==> config.mk <==
export PLATFORM = sky130hd
export DESIGN_NAME = sramtest_flat
export DESIGN_NICKNAME = d
export VERILOG_FILES = /design/src/rtl/sramtest_pkg.sv /design/src/rtl/sramtest_if.sv /design/src/rtl/sramtest_mem.sv /design/src/rtl/sramtest.sv /design/src/flat_wrapper.sv
export SDC_FILE = /design/constraint.sdc
export NUM_CORES = 1
export LEC_CHECK = 0
export ABC_AREA = 0
export CORE_UTILIZATION = 55
export CTS_BUF_LIST = sky130_fd_sc_hd__clkbuf_8
export DETAILED_ROUTE_END_ITERATION = 12
export PLACE_DENSITY = 0.74
export SETUP_SLACK_MARGIN = 0.4
export SLEW_MARGIN = 0
export SYNTH_ARGS = -nofsm -noshare
export SYNTH_HDL_FRONTEND = slang
export SYNTH_SLANG_ARGS = --single-unit
==> constraint.sdc <==
create_clock -name clock -period 2.1 [get_ports clock]
set_clock_uncertainty 0.05 [all_clocks]
set_input_delay 0.63 -clock clock [delete_from_list [all_inputs] [get_ports clock]]
set_output_delay 0.63 -clock clock [all_outputs]
set_load 0.02 [all_outputs]
==> src/rtl/sramtest_pkg.sv <==
// Shared defaults for the sramtest characterization wrapper.
// Holds the default geometry used by the top, the SRAM model and the bus interface.
package sramtest_pkg;

  localparam int unsigned DEF_DATA_WIDTH  = 4;
  localparam int unsigned DEF_ADDR_WIDTH  = 6;
  localparam int unsigned DEF_WMASK_WIDTH = 2;

endpackage : sramtest_pkg

==> src/rtl/sramtest_if.sv <==
// Request/response bus of the sramtest wrapper.
//   we    : 1 = write request, 0 = read request
//   wmask : per-lane write enable
//   addr  : word address
//   din   : write data
//   dout  : read data (registered inside the SRAM model)
// master = requester (drives the request), slave = sramtest.
interface sramtest_if
  import sramtest_pkg::*;
#(
  parameter int unsigned DATA_WIDTH  = DEF_DATA_WIDTH,
  parameter int unsigned ADDR_WIDTH  = DEF_ADDR_WIDTH,
  parameter int unsigned WMASK_WIDTH = DEF_WMASK_WIDTH
);

  logic                   we;
  logic [WMASK_WIDTH-1:0] wmask;
  logic [ADDR_WIDTH-1:0]  addr;
  logic [DATA_WIDTH-1:0]  din;
  logic [DATA_WIDTH-1:0]  dout;

  modport master (output we, output wmask, output addr, output din, input dout);
  modport slave  (input we, input wmask, input addr, input din, output dout);

endinterface : sramtest_if

==> src/rtl/sramtest_mem.sv <==
// Behavioural single-port synchronous SRAM macro.
// Pin-compatible stand-in for a foundry macro:
//   clock   : rising-edge clock
//   reset_n : async active-low reset, clears only the output register
//   we      : 1 = masked write of din, 0 = read into dout
//   wmask   : per-lane write enable, lane width = DATA_WIDTH/WMASK_WIDTH
//   addr    : word address (full range, no wrap)
//   din     : write data
//   dout    : read data register, held during write cycles
module sramtest_mem
  import sramtest_pkg::*;
#(
  parameter int unsigned DATA_WIDTH  = DEF_DATA_WIDTH,
  parameter int unsigned ADDR_WIDTH  = DEF_ADDR_WIDTH,
  parameter int unsigned WMASK_WIDTH = DEF_WMASK_WIDTH
) (
  input  logic                   clock,
  input  logic                   reset_n,
  input  logic                   we,
  input  logic [WMASK_WIDTH-1:0] wmask,
  input  logic [ADDR_WIDTH-1:0]  addr,
  input  logic [DATA_WIDTH-1:0]  din,
  output logic [DATA_WIDTH-1:0]  dout
);

  localparam int unsigned LANE_W = DATA_WIDTH / WMASK_WIDTH;
  localparam int unsigned DEPTH  = 1 << ADDR_WIDTH;

  // Array powers up cleared; a real macro has no reset on its cells.
  logic [DATA_WIDTH-1:0] mem_q [DEPTH] = '{default: '0};
  logic [DATA_WIDTH-1:0] dout_q;

  // Masked write: unselected lanes keep their old contents.
  always_ff @(posedge clock) begin
    if (we) begin
      for (int unsigned i = 0; i < WMASK_WIDTH; i++) begin
        if (wmask[i]) begin
          mem_q[addr][i*LANE_W +: LANE_W] <= din[i*LANE_W +: LANE_W];
        end
      end
    end
  end

  // Output register updates on reads only; writes leave it untouched.
  always_ff @(posedge clock or negedge reset_n) begin
    if (!reset_n) begin
      dout_q <= '0;
    end else if (!we) begin
      dout_q <= mem_q[addr];
    end
  end

  assign dout = dout_q;

endmodule : sramtest_mem

==> src/rtl/sramtest.sv <==
// Registered wrapper isolating each SRAM access to a single clock edge.
//   clock   : rising-edge clock
//   reset_n : async active-low reset; clears the request stage (forces a read of
//             address 0 with no write lanes) and the SRAM output register
//   bus     : request/response interface (slave side)
// A request is captured on edge N and performed by the SRAM on edge N+1.
module sramtest
  import sramtest_pkg::*;
#(
  parameter int unsigned DATA_WIDTH  = DEF_DATA_WIDTH,
  parameter int unsigned ADDR_WIDTH  = DEF_ADDR_WIDTH,
  parameter int unsigned WMASK_WIDTH = DEF_WMASK_WIDTH
) (
  input  logic        clock,
  input  logic        reset_n,
  sramtest_if.slave   bus
);

  if ((WMASK_WIDTH == 0) || ((DATA_WIDTH % WMASK_WIDTH) != 0)) begin : g_bad_mask
    $error("sramtest: WMASK_WIDTH must divide DATA_WIDTH");
  end

  logic                   we_d,    we_q;
  logic [WMASK_WIDTH-1:0] wmask_d, wmask_q;
  logic [ADDR_WIDTH-1:0]  addr_d,  addr_q;
  logic [DATA_WIDTH-1:0]  din_d,   din_q;

  // Every cycle is an access; the stage simply samples the bus.
  always_comb begin
    we_d    = bus.we;
    wmask_d = bus.wmask;
    addr_d  = bus.addr;
    din_d   = bus.din;
  end

  // Async reset drops we_q, cancelling any captured but unperformed write.
  always_ff @(posedge clock or negedge reset_n) begin
    if (!reset_n) begin
      we_q    <= 1'b0;
      wmask_q <= '0;
      addr_q  <= '0;
      din_q   <= '0;
    end else begin
      we_q    <= we_d;
      wmask_q <= wmask_d;
      addr_q  <= addr_d;
      din_q   <= din_d;
    end
  end

  sramtest_mem #(
    .DATA_WIDTH  (DATA_WIDTH),
    .ADDR_WIDTH  (ADDR_WIDTH),
    .WMASK_WIDTH (WMASK_WIDTH)
  ) u_mem (
    .clock   (clock),
    .reset_n (reset_n),
    .we      (we_q),
    .wmask   (wmask_q),
    .addr    (addr_q),
    .din     (din_q),
    .dout    (bus.dout)
  );

endmodule : sramtest

==> src/flat_wrapper.sv <==
// flat-port wrapper written by rule: the top's interface ports become plain ports
module sramtest_flat import sramtest_pkg::*;
#(
  parameter int unsigned DATA_WIDTH  = DEF_DATA_WIDTH,
  parameter int unsigned ADDR_WIDTH  = DEF_ADDR_WIDTH,
  parameter int unsigned WMASK_WIDTH = DEF_WMASK_WIDTH
)
  (clock, reset_n, bus_we, bus_wmask, bus_addr, bus_din, bus_dout);
  sramtest_if #(.DATA_WIDTH(DATA_WIDTH), .ADDR_WIDTH(ADDR_WIDTH), .WMASK_WIDTH(WMASK_WIDTH)) bus_i ();
  input  logic clock;
  input  logic reset_n;
  input wire logic [$bits(bus_i.we)-1:0] bus_we;
  input wire logic [$bits(bus_i.wmask)-1:0] bus_wmask;
  input wire logic [$bits(bus_i.addr)-1:0] bus_addr;
  input wire logic [$bits(bus_i.din)-1:0] bus_din;
  output wire logic [$bits(bus_i.dout)-1:0] bus_dout;
  assign bus_i.we = bus_we;
  assign bus_i.wmask = bus_wmask;
  assign bus_i.addr = bus_addr;
  assign bus_i.din = bus_din;
  assign bus_dout = bus_i.dout;
  sramtest #(.DATA_WIDTH(DATA_WIDTH), .ADDR_WIDTH(ADDR_WIDTH), .WMASK_WIDTH(WMASK_WIDTH)) u_core (.clock(clock), .reset_n(reset_n), .bus(bus_i));
endmodule
==> qor.csv <==
stage,metric,value,unit
outcome,status,finished with violations,
outcome,violations,negative setup slack,
synthesis,yosys-top-cells-count,"edfxtp_1 (256), nor2_1 (135), mux2i_1 (36)",
floorplan,dieHeight,144,um
routing,firstDrtPassIters,5,
synthesis,yosysWarnings,0,
worst_setup_path,critPathMaxFanout,8,
worst_setup_path,path_cells,buf_12 > buf_4 > a21boi_1 > a211oi_1 > a211oi_2 > o22ai_1 > o32a_1,
floorplan,ios,19,
synthesis,ys_ff_latch,273,
global_route,grt_usage,30.0,%
worst_setup_path,worstSetupPathType,reg2reg,
floorplan,die_w,144,um
timing,setup_ws,-332,ps
routing,drc_errors,0,
worst_setup_path,cp-end-kind,flop,
synthesis,yosysTopAreaCellShare,68.9,%
global_route,grt_max_degree,65,
global_route,antenna_found_initial,0,
clock_network,htree_levels,2,
routing,ant_nets,0,
clock_network,clk_latency,540,ps
routing,wl_per_cell,27.1,um
floorplan,die_area,0.0209,mm^2
synthesis,async_flop_share,6.23,%
worst_setup_path,crit_buf_inv,2,
power,power_density,729,mW/mm^2
global_route,grt-ovfl-total,0,
power,ir_drop,721,uV
placed_design,hpwl,18400,um
worst_setup_path,cp_top_family,compound AO/OA/AOI/OAI gates,
clock_network,root_buffer,clkbuf_8,
layout,multi_input_area,0.00418,mm^2
placed_design,pre_cts_ws,-360,ps
timing,setup_viol,38,
routing,drt-total-wl,32400,um
floorplan,core,0.0197,mm^2
synthesis,synth_edf_count,256,
timing,tightest_slew,759,ps
floorplan,row_count,51,
worst_setup_path,critPathMaxStageDelay,640,ps
timing,holdWs,395,ps
timing,hold_violations,0,
clock_network,cts_tree,yes,
synthesis,syn_avg_cell_area,15.3,um^2
clock_network,cts_hold_buf,0,
layout,fin_util,78.1,%
timing,slew_headroom,49.2,%
synthesis,syn-instance-count,728,
timing,tns,-1900,ps
worst_hold_path,hold_class,in2async,
synthesis,ys_types,52,
worst_setup_path,crit_arrival,2860,ps
floorplan,initial_utilization,56.8,%
synthesis,synth_area,0.0112,mm^2
timing,fmaxAchievable,411,MHz
synthesis,post-synth-top-count-cell,edfxtp_1,
clock_network,clkTransAtPathRegs,70,ps
layout,fill_cells,1031,
worst_setup_path,crit_slowest_cell,a211oi_1,
routing,num_vias,7633,
layout,nets,918,
synthesis,ys_seq_area_share,72.7,%
power,p_leak,5.02,nW
global_route,grt_pass1_wl,44600,um
placed_design,portBuffers,18,
timing,slew_viol_final,0,
timing,grt_setup_unrepaired,yes,
synthesis,synth_nets,743,
timing,period_needed,2430,ps
worst_setup_path,start_kind,flop,
clock_network,cts_made_buffers,43,
placed_design,gp_congestion,0.920,
layout,ff_latch_area,0.00812,mm^2
clock_network,clock_path_buffers,3,
layout,drive_gt1_share,47.9,%
synthesis,yosys.area.top_type,edfxtp_1,
timing,fin_crit_sh,116,%
routing,vias_per_cell,6.38,
global_route,grt_pass1_vias,7634,
synthesis,yosys-top-cells-area,"edfxtp_1 (69%), nor2_1 (4.5%), dfrtp_1 (3.8%)",
layout,antenna_cells,0,
layout,areaGrowthSynthToFinish,37.5,%
routing,drt_iter0_markers,1000,
clock_network,clock-sinks,273,
run,cap_violations,0,
worst_setup_path,worstPathRequired,2530,ps
synthesis,synth-main-ff-cell,edfxtp_1,
[routing by layer]
layer  part of all wire (%)  vias up  wire [um]  track usage [%]
li1                       -     3187          -                -
met5                      0        -          0                0
met1                     36     3780      11800             38.5
met4                    5.5        0       1780             15.8
met3                    8.8      149       2850             5.93
met2                     49      517      16000             48.4
[power by group]
part | internal, mW | total (mW) | switching [mW]
Clock | 1.98 | 3.99 | 2.02
Combinational | 0.501 | 1.16 | 0.656
Sequential | 6.00 | 6.04 | 0.0394
[registers in the layout, indices dropped and copies added, names as in the netlist]
signal	count
u_core.u_mem.mem_q	256
u_core.addr_q	6
u_core.din_q	4
u_core.u_mem.dout	4
u_core.wmask_q	2
u_core.we_q	1
[worst paths after layout]
kind / cells past startpoint / to / slack, ps / from
max: 7 / u_core.u_mem.dout[3] / -330 / u_core.addr_q[1]
min: 2 / u_core.u_mem.dout[3] / 400 / reset_n
max reg2reg: 7 / u_core.u_mem.dout[3] / -330 / u_core.addr_q[1]
min reg2reg: 2 / u_core.u_mem.dout[0] / 570 / u_core.u_mem.dout[0]
max in group asynchronous: 2 / u_core.addr_q[2] / 1320 / reset_n
min in group clock: 1 / u_core.addr_q[5] / 480 / bus_addr[5]
[cells in the final DEF, fill, tap and decap left out, drive strengths merged, types with 3 or more instances in the layout]
master / instances
edfxtp: 256
buf: 161
nor2: 135
clkbuf: 46
mux2i: 36
nand2: 27
mux2: 26
clkinv: 22
a221oi: 21
a22oi: 20
mux4: 18
dfrtp: 17
nand3: 16
clkdlybuf4s50: 14
a21oi: 14
inv: 14
a32oi: 7
o22ai: 7
nand3b: 6
a31oi: 6
nor2b: 6
o21ai: 6
and2: 6
a211oi: 4
or3b: 4
and3: 3
nor3: 3
[per-stage QoR]
step | std cells | area [um^2] | power [mW]
6_report | 1197 | 15300 | 11.2
5_1_grt | 1197 | 15300 | 11.5
4_1_cts | 1170 | 14500 | 11.0
3_5_place_dp | 1067 | 12500 | 6.93
3_3_place_gp | 1067 | 12500 | 6.91
2_1_floorplan | 728 | 11500 | 6.57
[kinds of logic (layout without fill, tap and decap cells)]
kind of cell           after synthesis  after routing  share of synthesized area [%]
AO/OA/AOI/OAI                      102            102                           6.83
buffers and inverters               54            258                           2.30
flip-flops                         273            273                           72.7
multiplexers                        80             80                           9.49
AND/OR/NAND/NOR                    219            219                           8.69
[repair_timing]
item | 4_1_cts | 5_1_grt
buffers inserted | 28 | 26
pin swaps | 46 | 55
gates resized for setup | 263 | 129
cloned | 1 | 1
endpoints found under the setup margin | 264 | 264
[cell type report]
type                    count  area share [%]
flip-flops and latches    273            52.9
repair buffers            176            12.6
clock inverters            29           0.775
inverters                   8           0.261
clock buffers              45            4.04
well taps                 265            2.16
multi-input cells         401            27.2
No activity file was read; power rests on OpenSTA's default activity.
